`config.mk`:
```
export PLATFORM = sky130hd
export DESIGN_NAME = c_align_buffer
export DESIGN_NICKNAME = d
export VERILOG_FILES = /design/src/rtl/c_align_buffer.sv
export SDC_FILE = /design/constraint.sdc
export NUM_CORES = 1
export LEC_CHECK = 0
export CORE_UTILIZATION = 45
export CTS_CLUSTER_SIZE = 12
export DETAILED_ROUTE_END_ITERATION = 10
export HOLD_SLACK_MARGIN = 0.15
export PLACE_DENSITY = 0.69
export RECOVER_POWER = 50
export SYNTH_ARGS = -nofsm -noshare
export SYNTH_HDL_FRONTEND = slang
export SYNTH_SLANG_ARGS = --single-unit
```
`constraint.sdc`:
```
create_clock -name clk -period 6.6 [get_ports clk]
set_input_delay 1.65 -clock clk [delete_from_list [all_inputs] [get_ports clk]]
set_output_delay 1.65 -clock clk [all_outputs]
set_load 0.02 [all_outputs]
```
`src/rtl/c_align_buffer.sv`:
```
// c_align_buffer: fetch-side instruction realignment buffer for RV32IC.
// Fetch words of FETCH_HW halfwords go into a circular halfword queue; the
// head is decoded as a 16-bit compressed or 32-bit instruction and issued
// with its PC under valid/ready handshakes. A redirect (flush_i) empties the
// queue and restarts at flush_pc_i, skipping the halfwords of the first fetch
// word that lie below the target.
// Optional feature macro: C_ALIGN_PERF_EN adds issued-instruction counters.
module c_align_buffer #(
  parameter int          FETCH_HW = 2,
  parameter int          DEPTH_HW = 8,
  parameter logic [31:0] RESET_PC = 32'h0000_0000
) (
  input  logic                    clk,
  input  logic                    reset_i,
  input  logic                    flush_i,
  input  logic [31:0]             flush_pc_i,
  input  logic                    fetch_valid_i,
  output logic                    fetch_ready_o,
  input  logic [16*FETCH_HW-1:0]  fetch_data_i,
  output logic                    instr_valid_o,
  input  logic                    instr_ready_i,
  output logic [31:0]             instr_o,
  output logic [31:0]             instr_pc_o,
  output logic                    instr_compressed_o
`ifdef C_ALIGN_PERF_EN
  ,
  output logic [31:0]             perf_c_cnt_o,
  output logic [31:0]             perf_i_cnt_o
`endif
);

  localparam int PTR_W  = $clog2(DEPTH_HW);
  localparam int CNT_W  = PTR_W + 1;
  localparam int SKIP_W = (FETCH_HW > 1) ? $clog2(FETCH_HW) : 1;

  localparam logic [CNT_W-1:0] FETCH_CNT = CNT_W'(FETCH_HW);
  localparam logic [CNT_W-1:0] DEPTH_CNT = CNT_W'(DEPTH_HW);

  logic [15:0]       mem_q [DEPTH_HW];
  logic [PTR_W-1:0]  rd_ptr_q, rd_ptr_d;
  logic [PTR_W-1:0]  wr_ptr_q, wr_ptr_d;
  logic [CNT_W-1:0]  count_q, count_d;
  logic [31:0]       pc_q, pc_d;
  logic [SKIP_W-1:0] skip_q, skip_d;

  logic [PTR_W-1:0]  rd_ptr_p1;
  logic [15:0]       hw0, hw1;
  logic              is_c;
  logic              push, pop;
  logic [CNT_W-1:0]  push_n, pop_n;
  logic [FETCH_HW-1:0] wr_en;
  logic [PTR_W-1:0]  wr_idx [FETCH_HW];

  // Head decode: the two oldest halfwords, with wrap, form the candidate instruction.
  always_comb begin
    rd_ptr_p1          = rd_ptr_q + 1'b1;
    hw0                = mem_q[rd_ptr_q];
    hw1                = mem_q[rd_ptr_p1];
    is_c               = (hw0[1:0] != 2'b11);
    instr_compressed_o = is_c;
    instr_o            = is_c ? {16'h0000, hw0} : {hw1, hw0};
    instr_pc_o         = pc_q;
    instr_valid_o      = !flush_i && (is_c ? (count_q >= CNT_W'(1)) : (count_q >= CNT_W'(2)));
    fetch_ready_o      = (DEPTH_CNT - count_q) >= FETCH_CNT;
  end

  // Handshakes and the number of halfwords entering and leaving this cycle.
  always_comb begin
    push   = fetch_valid_i && fetch_ready_o && !flush_i;
    pop    = instr_valid_o && instr_ready_i;
    push_n = push ? (FETCH_CNT - CNT_W'(skip_q)) : '0;
    pop_n  = pop ? (is_c ? CNT_W'(1) : CNT_W'(2)) : '0;
  end

  // Per-halfword write enables: halfwords below skip_q are dropped and the rest
  // are packed contiguously from wr_ptr upward.
  always_comb begin
    for (int i = 0; i < FETCH_HW; i++) begin
      wr_en[i]  = push && (i >= int'(skip_q));
      wr_idx[i] = wr_ptr_q + PTR_W'(i) - PTR_W'(skip_q);
    end
  end

  // Next-state for pointers, occupancy, PC and skip; flush overrides push and pop.
  always_comb begin
    // NOTE: every variable gets its hold value first so no path leaves it unassigned (no latch).
    rd_ptr_d = rd_ptr_q;
    wr_ptr_d = wr_ptr_q;
    count_d  = count_q;
    pc_d     = pc_q;
    skip_d   = skip_q;
    if (flush_i) begin
      rd_ptr_d = '0;
      wr_ptr_d = '0;
      count_d  = '0;
      pc_d     = flush_pc_i & 32'hFFFF_FFFE;
      skip_d   = flush_pc_i[SKIP_W:1];
    end else begin
      count_d  = count_q + push_n - pop_n;
      wr_ptr_d = wr_ptr_q + push_n[PTR_W-1:0];
      rd_ptr_d = rd_ptr_q + pop_n[PTR_W-1:0];
      if (pop) begin
        pc_d = pc_q + (is_c ? 32'd2 : 32'd4);
      end
      if (push) begin
        skip_d = '0;
      end
    end
  end

  // Control state registers.
  always_ff @(posedge clk or posedge reset_i) begin
    // NOTE: sequential state uses non-blocking assignments so all registers update together.
    if (reset_i) begin
      rd_ptr_q <= '0;
      wr_ptr_q <= '0;
      count_q  <= '0;
      pc_q     <= RESET_PC;
      skip_q   <= '0;
    end else begin
      rd_ptr_q <= rd_ptr_d;
      wr_ptr_q <= wr_ptr_d;
      count_q  <= count_d;
      pc_q     <= pc_d;
      skip_q   <= skip_d;
    end
  end

  // Halfword storage.
  always_ff @(posedge clk or posedge reset_i) begin
    // NOTE: the storage is reset so the head decodes to a defined value (instr_o 0, compressed) out of reset.
    if (reset_i) begin
      for (int i = 0; i < DEPTH_HW; i++) begin
        mem_q[i] <= '0;
      end
    end else begin
      for (int i = 0; i < FETCH_HW; i++) begin
        if (wr_en[i]) begin
          mem_q[wr_idx[i]] <= fetch_data_i[16*i +: 16];
        end
      end
    end
  end

`ifdef C_ALIGN_PERF_EN
  logic [31:0] perf_c_q, perf_i_q;

  // Issued-instruction counters by type; cleared by reset only, never by flush.
  always_ff @(posedge clk or posedge reset_i) begin
    if (reset_i) begin
      perf_c_q <= '0;
      perf_i_q <= '0;
    end else if (pop) begin
      if (is_c) perf_c_q <= perf_c_q + 32'd1;
      else      perf_i_q <= perf_i_q + 32'd1;
    end
  end

  assign perf_c_cnt_o = perf_c_q;
  assign perf_i_cnt_o = perf_i_q;
`else
  // Performance counters are not built in this configuration.
`endif

endmodule

```
Yosys cells after proc, flatten, opt, wreduce, memory -nomap -nowiden

Cells that the tools add are included.

$add $sub $neg: 11
Multiply operators: 0
Divide/modulo/power cells: 0
Order comparisons: 10
Eq/ne operators: 1
Shift operators: 0
Muxes and demuxes: 27
Bitwise gates (word level): 4
Reductions and logical operators: 10

Operators with widths:

| operator                                             | number |
|---|---|
| bitwise mux 128 bit                                  | 2 |
| two-way mux 128 bit                                  | 2 |
| binary-select mux 16 bit (select 3 bit)              | 2 |
| demux 16 bit (select 3 bit)                          | 2 |
| two-way mux 16 bit                                   | 6 |
| two-way mux 32 bit                                   | 3 |
| adder 32 x 3 -> 32 bit                               | 1 |
| >= comparator 4 bit (second input constant)          | 4 |
| NOT 3 -> 4 bit                                       | 4 |
| two-way mux 3 bit                                    | 3 |
| >= comparator 4 x 2 -> 1 bit (second input constant) | 2 |
| < comparator 4 x 1 -> 1 bit (second input constant)  | 2 |
| two-way mux 4 bit                                    | 2 |
| logical AND 1 bit                                    | 7 |
| adder 3 x 1 -> 3 bit (second input constant)         | 2 |
| subtractor 3 x 1 -> 3 bit                            | 2 |
| adder 4 bit                                          | 1 |
| >= comparator 4 x 1 -> 1 bit (second input constant) | 1 |
| two-way mux 2 bit                                    | 2 |
| nonzero test 2 bit                                   | 2 |
| subtractor 4 x 2 -> 4 bit                            | 1 |
| subtractor 4 bit (first input constant)              | 1 |
| adder 3 x 2 -> 3 bit                                 | 1 |
| adder 3 bit                                          | 1 |
| 5 further kinds                                      | 7 |

Register bits: 171
Bits in latches: 0
RAM bits: 0
ROM bits: 0
Output and inout port bits: 67
Word-level logic and storage cells: 76
Memories kept: 0

Depth between registers and ports, before layout

Depth after elaboration: 11
Depth in mapped cells: 15
Depth with buffers taken out: 13

Least setup slack after synthesis

Ideal clock, no wire load.

Path type: register -> register
Start point: register rd_ptr_q[0]
End point: register pc_q[27], in the netlist instr_pc_o[27]
Library setup time: 0.069 ns
Data arrival time: 4.444 ns
Slack: 2.087 ns
Stages on the path, launching flop included: 16
Buffers on the path: 3
Period minus slack after synthesis: 4.513 ns
Cell sequence: dfrtp_1 -> buf_6 -> mux4_2 -> mux2i_4 -> inv_2 -> nand2_4 -> clkbuf_1 -> buf_1 -> ha_1 -> inv_1 -> fa_1 -> nand3b_1 -> nor4_2 -> nor2_1 -> or4_1 -> nand3_1

Longest elaborated chain between the ends: 9
Elaborated cells between the ends (all ways): 13

Ends and longest elaborated chain:

| element                                                     | line    | source |
|---|---|---|
| start: declaration                                          | 40      | `logic [PTR_W-1:0] rd_ptr_q, rd_ptr_d;` |
| start signal: assignment                                    | 121     | `rd_ptr_q <= rd_ptr_d;` |
| NOT 3 -> 4 bit (implied by the code) (*)                    | 57      | `hw0 = mem_q[rd_ptr_q];` |
| binary-select mux 16 bit (select 3 bit) (*)                 | 57      |  |
| two-way mux 16 bit (implied by the code) (*) (2 in a row)   | 57      |  |
| != test 2 bit (*)                                           | 59      | `is_c = (hw0[1:0] != 2'b11);` |
| via instr_compressed_o                                      | 24      | `output logic instr_compressed_o` |
| two-way mux 3 bit or two-way mux 1 bit (tied branches)      | 103, 63 |  |
| adder 32 x 3 -> 32 bit or logical AND 1 bit (tied branches) | 103, 63 |  |
| two-way mux 32 bit or logical AND 1 bit (tied branches)     | 102, 70 |  |
| two-way mux 32 bit or nonzero test 2 bit (tied branches)    | --      |  |
| end signal: assignment                                      | 124     | `pc_q <= pc_d;` |
| end: declaration                                            | 43      | `logic [31:0] pc_q, pc_d;` |

The timed path passes the listed nets; every way through them passes the cells marked *. The select of a mux whose other input is x is not followed.
A chain may end at the register's enable or synchronous reset.

Worst setup path after layout

Start point: register rd_ptr_q[1]
End point: output port instr_valid_o

Longest elaborated chain between the ends: 7

Ends and longest elaborated chain:

| element                                               | line | source |
|---|---|---|
| NOT 3 -> 4 bit (implied by the code)                  | 57   |  |
| binary-select mux 16 bit (select 3 bit)               | 57   |  |
| two-way mux 16 bit (implied by the code) (2 in a row) | 57   |  |
| != test 2 bit                                         | 59   |  |
| two-way mux 1 bit                                     | 63   | `instr_valid_o = !flush_i && (is_c ? (count_q >= CNT_W'(1)) : (count_q >= CNT_W'(2)));` |
| logical AND 1 bit                                     | 63   |  |
| end: declaration                                      | 20   | `output logic instr_valid_o,` |

No other way between the ends. The select of a mux whose other input is x is not followed.

==> impl_metrics.py <==
metrics = {
    "run_status": {
        "status": "finished with violations",
        "violations": "max-capacitance violations, max-slew violations",
    },
    "floorplanning": {
        "die_w_microns": 157,
        "core_area_sq_um": 23500,
        "initial_core_util_pct": 46.0,
        "dieArea_sq_um": 24700,
        "die_y_microns": 157,
        "ios": 136,
        "rows": 56,
    },
    "clock_tree": {
        "cts_hold_buf": 0,
        "post_cts_buffers": 0,
        "htree_levels": 4,
        "ctsRootBufferMaster": "clkbuf_16",
        "cts_buffer_depth": 2,
        "tritoncts": "done",
        "ctsResizeCount": 0,
        "cts_sinks": 170,
        "cts_made_buffers": 17,
        "worstSkewPairLatency_ps": 440,
        "path_clk_slew_ps": 70,
    },
    "cells_and_area": {
        "antenna_cells": 0,
        "drive_gt1_share_pct": 14.1,
        "syn_to_final_growth_pct": 20.4,
        "num-fill-cells": 2069,
        "layout.nets": 1235,
        "finalCoreUtilization_pct": 55.4,
    },
    "worst_setup_path": {
        "reg2reg_depth": 13,
        "critPathRequiredTime_ps": 4950,
        "worstSetupPathType": "flip-flop to primary output",
        "cpPeakStageDelay_ps": 880,
        "cp-start-kind": "flip-flop",
        "critPathCaptureType": "primary output",
        "crit_chain": "buf_4 -> mux4_2 -> mux2i_4 -> inv_2 -> nand2_4 -> inv_4 -> nor2_1 -> nor3_1 -> clkdlybuf4s50_1",
        "cp_max_fo": 22,
        "cp.arrival_ps": 3830,
        "cp_slowest_cell": "dfrtp_1",
    },
    "routing": {
        "wire_per_inst_microns": 20.4,
        "vias": 8639,
        "drtPass1Iterations": 5,
        "final_antenna_net_count": 0,
        "wl_microns": 30100,
        "drc": 0,
        "routed_via_density": 5.85,
        "drt_iter0_drc": 719,
    },
    "min_path": {
        "worstHoldPathCells": 2,
        "holdCritPathClass": "flip-flop to flip-flop",
    },
    "timing": {
        "setup_tns_ps": 0,
        "drv_slew": 214,
        "slew_headroom_pct": -85.8,
        "fmax_ghz": 0.183,
        "tightest_slew_ps": 2770,
        "post-route-min-period_ps": 5480,
        "rsz0062_at_grt": "false",
        "hold-worst-slack_ps": 571,
        "fin_crit_sh_pct": 83.0,
        "setup-violations-final": 0,
        "skew_ps": 12.0,
        "hold_viol_final": 0,
    },
    "run": {
        "cap_violations": 3,
    },
    "power": {
        "static-leakage-power_nw": 5.99,
        "pwr_density_cell_nw_per_um2": 394,
        "ir_worst_vdd_mv": 0.212,
    },
    "synthesis": {
        "ys_ff_latch": 170,
        "synth_cell_type_count": 62,
        "yosysMostFrequentCell": "dfrtp_1",
        "yosys-top-cells-count": "170 x dfrtp_1, 135 x mux2i_1, 135 x nand2_1, 89 x nor2_1, 82 x a21oi_1",
        "synthTopCellsByArea": "dfrtp_1 39%, mux4_2 13%, mux2i_1 12%",
        "yosysWarningCount": 0,
        "avgSynthCellArea_sq_um": 10.2,
        "yosysSeqAreaShare_pct": 39.3,
        "synth_edf_count": 0,
        "synthFlopType": "dfrtp_1",
        "syn_nets": 1154,
        "synthCells": 1063,
        "yosysTopAreaCell": "dfrtp_1",
        "synth-async-reset-ratio_pct": 100,
        "synthesis.area_sq_um": 10800,
        "yosys.area.top_type_share_pct": 39.3,
    },
    "placement": {
        "portBuffers": 133,
        "gp_congestion": 0.819,
        "dp.final_hpwl_microns": 18800,
    },
    "global_route": {
        "grt_max_degree": 112,
        "grt-ovfl-total": 0,
        "grt_pass1_wl_microns": 47600,
        "grt_util_all_layers_pct": 25.6,
        "antenna_found_initial": 1,
        "grt_pass1_vias": 8475,
    },
}
final cells by class:
class / count / area [sq um] / share of cell area (%)
Sequential cell: 170 / 4260 / 32.7
Inverter: 20 / 81.3 / 0.624
Tap cell: 319 / 399 / 3.06
Timing Repair Buffer: 158 / 1510 / 11.6
Clock inverter: 15 / 226 / 1.74
Clock buffer: 17 / 425 / 3.26
Multi-Input combinational cell: 777 / 6140 / 47.1
critical path: cells and delay by family, from the launching register on:
| kind | cells | cell delay (ps) |
|---|---|---|
| simple gates | 3 | 540 |
| mux | 2 | 630 |
| flops | 1 | 880 |
| buf+inv | 4 | 1310 |
state kept, by name, indices dropped and copies added (netlist names):
register,cells
count_q,4
instr_pc_o,31
mem_q,128
rd_ptr_q,3
skip_q,1
wr_ptr_q,3
cell usage in the layout, fill, tap and decap left out, types with 5 or more instances in the layout:
cell / count
buf_4: 23
nor3_1: 6
a21oi_1: 82
nand3_1: 13
a31oi_1: 8
inv_1: 15
mux2_2: 16
xnor2_1: 8
clkbuf_16: 17
mux2i_1: 135
nor4_1: 8
nor2_1: 89
mux4_2: 64
o21ai_0: 33
or4_1: 5
nand2_1: 135
fa_1: 5
nand4_1: 6
or3_1: 6
dfrtp_1: 169
o21ai_1: 51
clkdlybuf4s50_1: 99
xor2_1: 13
nor2b_1: 14
inv_8: 6
ha_1: 16
o211ai_1: 6
dlygate4sd3_1: 33
routing by layer:
layer / part of all wire, % / GRT usage (%)
met1: 42 / 34.1
met2: 48 / 42.1
met3: 7.4 / 5.09
met4: 1.9 / 8.04
met5: 0.040 / 0
where the power goes:
part	switching, mW	leakage, nW	internal, mW	total [mW]
clock	0.480	0.319	0.651	1.13
combinational	1.08	3.54	1.17	2.25
sequential	0.337	2.13	1.42	1.76
total	1.90	5.99	3.24	5.14
worst paths after layout:
| kind | start | endpoint | slack (ps) |
|---|---|---|---|
| worst max-delay path | rd_ptr_q[1] | instr_valid_o | 1120 |
| worst min register to register | instr_pc_o[31] | instr_pc_o[31] | 570 |
| min in group asynchronous | reset_i | wr_ptr_q[0] | 2420 |
| worst min-delay path | instr_pc_o[31] | instr_pc_o[31] | 570 |
| max in group asynchronous | reset_i | mem_q[117] | 1580 |
| worst max register to register | rd_ptr_q[1] | instr_pc_o[27] | 1440 |
cell families (layout without fill, tap and decap cells):
group           Yosys count  after routing  synth area share (%)
simple gates            310            310                  12.9
xor+xnor                 22             22                  1.78
mux                     219            219                  28.1
fa+ha+maj                22             22                  2.89
buf+inv                 116            210                  4.38
other cells               1              1                0.0346
flops                   170            170                  39.3
compound gates          203            203                  10.6
per-stage QoR:
step	power, mW	setup WS [ps]	area [sq um]	cells
after global placement	3.95	1580	12400	1444
after global routing	5.45	802	13000	1476
after floorplan	3.33	347	10800	1063
after CTS	5.17	1140	13100	1476
after detailed placement	4.04	1500	12400	1444
final	5.14	1120	13000	1476
(Power assumes the default switching activity.)
